==> src/rtl/ifu_fetch.sv <==
// ifu_fetch: instruction-fetch stage.
//  Owns the architectural PC and picks the next fetch address from a clint redirect, an EX jump
//  or PC+4. It keeps at most one fetch outstanding on the instruction RAM bus and presents
//  pc/inst to the IF/ID register.
//  Optional feature macro: IFU_MISALIGN_TRAP_EN. When it is defined, a misaligned redirect target
//  raises a fetch fault slot. When it is not defined, the target is forced to word alignment.
// Ports:
//  clk, rst (sync, active-high)
//  stall_i                               PC-stage stall from clint
//  clint_pc_i / clint_pc_valid_i         trap/mret redirect (priority)
//  jump_pc_i / jump_valid_i              EX branch/jump redirect
//  ram_req_valid_o/ready_i/addr_o        fetch request channel
//  ram_resp_valid_i/data_i               fetch response channel
//  pc_o, inst_o, inst_valid_o, misalign_o  IF/ID slot
//  ram_stall_valid_if_o                  fetch outstanding, from state register only
module ifu_fetch #(
   parameter int unsigned     XLEN     = 64,
   parameter int unsigned     INST_LEN = 32,
   parameter logic [XLEN-1:0] RESET_PC = XLEN'(64'h8000_0000)
) (
   input  logic                clk,
   input  logic                rst,
   input  logic                stall_i,
   input  logic [XLEN-1:0]     clint_pc_i,
   input  logic                clint_pc_valid_i,
   input  logic [XLEN-1:0]     jump_pc_i,
   input  logic                jump_valid_i,
   output logic                ram_req_valid_o,
   input  logic                ram_req_ready_i,
   output logic [XLEN-1:0]     ram_req_addr_o,
   input  logic                ram_resp_valid_i,
   input  logic [INST_LEN-1:0] ram_resp_data_i,
   output logic [XLEN-1:0]     pc_o,
   output logic [INST_LEN-1:0] inst_o,
   output logic                inst_valid_o,
   output logic                misalign_o,
   output logic                ram_stall_valid_if_o
);

   localparam logic [INST_LEN-1:0] NOP = INST_LEN'(32'h0000_0013);

   typedef enum logic [1:0] {S_IDLE, S_REQ, S_WAIT, S_DROP} state_t;

   state_t                state_q, state_d;
   logic [XLEN-1:0]       pc_q, pc_d;
   logic                  pending_q, pending_d;
   logic [XLEN-1:0]       pending_pc_q, pending_pc_d;
   logic                  halt_q, halt_d;
   logic                  req_valid_q, req_valid_d;
   logic [XLEN-1:0]       req_addr_q, req_addr_d;
   logic [XLEN-1:0]       pc_out_q, pc_out_d;
   logic [INST_LEN-1:0]   inst_q, inst_d;
   logic                  inst_valid_q, inst_valid_d;
   logic                  misalign_q, misalign_d;

   logic                  redir;
   logic [XLEN-1:0]       tgt_raw;
   logic [XLEN-1:0]       tgt;
   logic                  tgt_mis;

   // Redirect select: clint beats EX.
   assign redir   = clint_pc_valid_i | jump_valid_i;
   assign tgt_raw = clint_pc_valid_i ? clint_pc_i : jump_pc_i;

`ifdef IFU_MISALIGN_TRAP_EN
   assign tgt     = tgt_raw;
   assign tgt_mis = redir & (tgt_raw[1:0] != 2'b00);
`else
   assign tgt     = tgt_raw & ~XLEN'(3);
   assign tgt_mis = 1'b0;
`endif

   // State and output registers.
   always_ff @(posedge clk) begin
      if (rst) begin
         state_q      <= S_IDLE;
         pc_q         <= RESET_PC;
         pending_q    <= 1'b0;
         pending_pc_q <= '0;
         halt_q       <= 1'b0;
         req_valid_q  <= 1'b0;
         req_addr_q   <= '0;
         pc_out_q     <= '0;
         inst_q       <= NOP;
         inst_valid_q <= 1'b0;
         misalign_q   <= 1'b0;
      end else begin
         state_q      <= state_d;
         pc_q         <= pc_d;
         pending_q    <= pending_d;
         pending_pc_q <= pending_pc_d;
         halt_q       <= halt_d;
         req_valid_q  <= req_valid_d;
         req_addr_q   <= req_addr_d;
         pc_out_q     <= pc_out_d;
         inst_q       <= inst_d;
         inst_valid_q <= inst_valid_d;
         misalign_q   <= misalign_d;
      end
   end

   // Next-state and slot logic.
   always_comb begin
      state_d      = state_q;
      pc_d         = pc_q;
      pending_d    = pending_q;
      pending_pc_d = pending_pc_q;
      halt_d       = halt_q;
      req_valid_d  = req_valid_q;
      req_addr_d   = req_addr_q;
      pc_out_d     = pc_out_q;
      inst_d       = inst_q;
      // The slot stays valid only while IF/ID is stalled.
      inst_valid_d = inst_valid_q & stall_i;
      misalign_d   = misalign_q & stall_i;

      // Any redirect kills the wrong-path slot. A misaligned target replaces the slot with a fault
      // and parks the fetcher until the next redirect.
      if (redir) begin
         inst_valid_d = 1'b0;
         misalign_d   = 1'b0;
         halt_d       = 1'b0;
      end
      if (tgt_mis) begin
         inst_valid_d = 1'b1;
         misalign_d   = 1'b1;
         pc_out_d     = tgt;
         inst_d       = NOP;
         halt_d       = 1'b1;
      end

      case (state_q)
         S_IDLE: begin
            if (redir) pc_d = tgt;
            if (!stall_i && !halt_d) begin
               req_valid_d = 1'b1;
               req_addr_d  = redir ? tgt : pc_q;
               state_d     = S_REQ;
            end
         end
         S_REQ: begin
            // The request must stay stable, so a redirect is parked until the fetch drains.
            if (redir) begin
               pending_d    = 1'b1;
               pending_pc_d = tgt;
            end
            if (ram_req_ready_i) begin
               req_valid_d = 1'b0;
               state_d     = (pending_q || redir) ? S_DROP : S_WAIT;
            end
         end
         S_WAIT: begin
            if (ram_resp_valid_i) begin
               if (redir) begin
                  pc_d    = tgt;
                  state_d = S_IDLE;
               end else begin
                  pc_out_d     = pc_q;
                  inst_d       = ram_resp_data_i;
                  inst_valid_d = 1'b1;
                  misalign_d   = 1'b0;
                  pc_d         = pc_q + XLEN'(4);
                  if (!stall_i && !halt_d) begin
                     req_valid_d = 1'b1;
                     req_addr_d  = pc_q + XLEN'(4);
                     state_d     = S_REQ;
                  end else begin
                     state_d = S_IDLE;
                  end
               end
            end else if (redir) begin
               pending_d    = 1'b1;
               pending_pc_d = tgt;
               state_d      = S_DROP;
            end
         end
         S_DROP: begin
            if (redir) pending_pc_d = tgt;
            if (ram_resp_valid_i) begin
               pc_d      = redir ? tgt : pending_pc_q;
               pending_d = 1'b0;
               state_d   = S_IDLE;
            end
         end
         default: state_d = S_IDLE;
      endcase
   end

   assign ram_req_valid_o      = req_valid_q;
   assign ram_req_addr_o       = req_addr_q;
   assign pc_o                 = pc_out_q;
   assign inst_o               = inst_q;
   assign inst_valid_o         = inst_valid_q;
   assign misalign_o           = misalign_q;
   assign ram_stall_valid_if_o = (state_q != S_IDLE);

endmodule

==> config.mk <==
export PLATFORM = sky130hd
export DESIGN_NAME = ifu_fetch
export DESIGN_NICKNAME = d
export VERILOG_FILES = /design/src/rtl/ifu_fetch.sv
export SDC_FILE = /design/constraint.sdc
export NUM_CORES = 1
export LEC_CHECK = 0
export ABC_CLOCK_PERIOD_IN_PS = 2400
export CAP_MARGIN = 20
export CORE_ASPECT_RATIO = 1.1
export CORE_UTILIZATION = 48
export CTS_BUF_LIST = sky130_fd_sc_hd__clkbuf_2 sky130_fd_sc_hd__clkbuf_4 sky130_fd_sc_hd__clkbuf_8
export DETAILED_ROUTE_END_ITERATION = 10
export PLACE_DENSITY = 0.79
export SKIP_CTS_REPAIR_TIMING = 1
export SLEW_MARGIN = 10
export SYNTH_ARGS = -nofsm -noshare
export SYNTH_HDL_FRONTEND = slang
export SYNTH_SLANG_ARGS = --single-unit
==> constraint.sdc <==
create_clock -name clk -period 2.4 [get_ports clk]
set_input_delay 0.36 -clock clk [delete_from_list [all_inputs] [get_ports clk]]
set_output_delay 0.36 -clock clk [all_outputs]
set_load 0.01 [all_outputs]
==> reports/qor.yml <==
final_layout:
  layoutNonFillerInstCount: 3047
  layout-drive-gt1-share_pct: 15.7
  nNetsFinal: 2760
  syn2layout_area_growth_pct: 41.6
  fin_util_pct: 69.5
global_route:
  grt_pass1_wl_um: 102000
  grt_max_degree: 99
  overflow: 0
  grt_usage_pct: 40.3
  first_global_vias: 17123
  antenna_found_initial: 2
critical_path:
  cp_cell_sequence: "nand3_2 -> or4_4 -> buf_4 -> or4_4 -> xnor2_1 -> o221ai_1 -> nand2_1"
  slowest_delay_ns: 0.59
  crit_path_start_kind: "flop"
  r2r_slack_ns: 0.006
  cp.required_ns: 2.90
  cpMaxStageDelayCell: "or4_4"
  crit-reg2reg-capture: "ram_req_addr_o[41]"
  critPathCaptureType: "flop"
  path_class: "reg -> reg"
  r2r-start: "pc_q[29]"
  critical_path.max_fanout: 4
  path_common_cell: "or4_4"
  arrival_ns: 2.89
  reg2reg_depth: 7
floorplan:
  num_io_pins: 331
  die-area_sq_mm: 0.0331
  initial_core_util_pct: 49.1
  row_count: 68
  core-area_sq_mm: 0.0317
  fp.dieW_um: 174
  dieHeight_um: 191
synthesis:
  syn-instance-count: 2148
  syn_area_sq_mm: 0.0155
  async_flop_share_pct: 0
  synth_edf_count: 0
  synth-main-ff-cell: "dfxtp_1"
  yosys.cell_types.count: 69
  ys_seq_area_share_pct: 38.0
  synthTopCellsByArea: "dfxtp_1 38%, nand2_1 9.8%, a21oi_1 7.8%"
  ys_ff_latch: 295
  yosysWarnings: 0
  synth_top_area_share_pct: 38.0
  syn_avg_cell_area_sq_um: 7.23
  synth_nets: 2316
  yosys.area.top_type: "dfxtp_1"
clock_tree:
  clock_path_buffers: 3
  clk_latency_ns: 0.62
  cts_root_buf: "clkbuf_8"
  cts_sinks: 295
  cts_tree: "built"
  clkTransAtPathRegs_ns: 0.06
  htree_levels: 2
  numCtsBuffers: 49
sta:
  worst_slew_pin_slew_ns: 1.12
  rsz0062_at_grt: "true"
  setup_viol: 0
  setup_tns_ns: 0
  period_share_pct: 99.8
  maxSlewViolCount: 0
  max_freq_mhz: 418
  final.min_clock_period_ns: 2.39
  clock_skew_ns: 0.0195
  finalHoldViolCount: 0
  relSlewSlack_pct: 24.8
route:
  ant_nets: 0
  wirelength_um: 68800
  viasPerCell: 6.15
  drt_iter0_markers: 2733
  routedWlPerCell_um: 22.6
  vias: 18745
  firstDrtPassIters: 8
  drc: 0
worst_hold_path:
  min_path_type: "in -> reg"
  holdPathStages: 2
  hold_end: "pc_o[0]"
  min_from: "rst"
placed_design:
  dp_hpwl_um: 50300
  placed_cells: 2961
  gp_congestion: 1.01
  io_buffers: 326
power_and_ir_drop:
  cellLeakagePower_nw: 8.24
  ir_drop_v: 0.000482
  powerDensity_mw_per_mm2: 627
status:
  outcome: "complete, no violations"
job:
  maxCapViolCount: 0
## per-layer routing
layer	share of wire (%)	track usage, %	wire length (um)	up-vias
met1	41	56.7	28500	8739
met3	13	10.3	9220	178
li1	-	-	-	8490
met5	0	0	0	-
met2	42	58.9	28700	1338
met4	3.5	14.6	2430	0
## stage by stage
step	hold WS [ns]	worst slack [ns]	power (mW)	instance area (sq um)
after global routing	0.117	-0.0259	14.2	22000
after floorplan	0.453	0.0378	7.12	15500
after CTS	0.0818	-0.234	13.7	21900
after detailed placement	0.446	-0.208	8.81	20800
final	0.111	0.00590	13.8	22000
after global placement	0.441	-0.194	8.76	20800
## critical path: cells and delay by family, from the launching register on
family	cells	cell delay (ns)
XOR/XNOR	1	0.15
AO/OA/AOI/OAI	1	0.17
flip-flops	1	0.45
buffers and inverters	1	0.16
AND/OR/NAND/NOR	4	1.34
## cell usage after synthesis (9+ instances only)
| cell | count |
|---|---|
| dfxtp_1 | 295 |
| o31ai_1 | 9 |
| nor3_1 | 52 |
| a22oi_1 | 49 |
| and2_1 | 10 |
| mux2i_1 | 9 |
| nand2b_1 | 14 |
| nand3_1 | 60 |
| buf_1 | 17 |
| o221ai_1 | 13 |
| o22ai_1 | 15 |
| nor2b_1 | 20 |
| xnor2_1 | 40 |
| a2111oi_0 | 13 |
| and3_1 | 19 |
| clkbuf_1 | 176 |
| a221oi_1 | 24 |
| a211oi_1 | 45 |
| nand4_1 | 33 |
| a21o_1 | 20 |
| nand2_1 | 407 |
| a31oi_1 | 19 |
| and4_1 | 16 |
| nor2_1 | 204 |
| inv_1 | 36 |
| nor4_1 | 19 |
| a21oi_1 | 242 |
| o21ai_0 | 146 |
## placed cells by master (no fill, tap or decap), drive strengths merged, types with 38 or more instances in the layout
cell / count
a211oi: 45
a21oi: 243
a22oi: 49
buf: 275
clkbuf: 77
clkdlybuf4s50: 323
dfxtp: 295
inv: 38
nand2: 407
nand3: 60
nor2: 204
nor3: 54
o21ai: 146
xnor2: 40
## cell type report
class / instances / area (sq um)
sequential: 295 / 5920
fill: 2666 / 9650
clock buffer: 77 / 966
clock inverter: 8 / 100
inverter: 36 / 135
tap: 420 / 526
antenna: 1 / 2.50
multi-input combinational: 1612 / 8810
timing repair buffer: 598 / 5540
## cells by family (layout without fill, tap and decap cells)
logic type / after synthesis / count (layout) / share of synthesized area, %
xor gates and xnor gates: 47 / 47 / 2.65
buffers and inverters: 241 / 719 / 5.98
DFF: 295 / 295 / 38.0
muxes: 9 / 9 / 0.580
adders and majority gates: 1 / 1 / 0.0805
and+or+nand+nor: 891 / 891 / 26.1
other: 0 / 1 / 0
AOI/OAI and AO/OA: 664 / 664 / 26.6
## flip-flops by register name, summed over array words and instances, names as in the netlist
signal	cells
pc_o	64
pc_q	64
pending_pc_q	64
ram_req_addr_o	64
inst_o	32
state_q	2
halt_q	1
inst_valid_o	1
misalign_o	1
pending_q	1
ram_req_valid_o	1
## worst max-delay path by stage
stage | start | to | cells past startpoint
finish | pc_q[29] | ram_req_addr_o[41] | 7
global route | pc_q[29] | ram_req_addr_o[41] | 7
CTS | state_q[1] | ram_stall_valid_if_o | 3
detailed placement | ram_resp_valid_i | pending_pc_q[58] | 8
global placement | pc_q[23] | ram_req_addr_o[55] | 9
floorplan | pc_q[21] | ram_req_addr_o[41] | 8
## report_power, final
group	switching (mW)	internal [mW]	total (mW)
sequential	0.311	5.23	5.54
clock	2.15	2.76	4.92
combinational	1.90	1.44	3.34
Power figures use the tool's default switching activity.
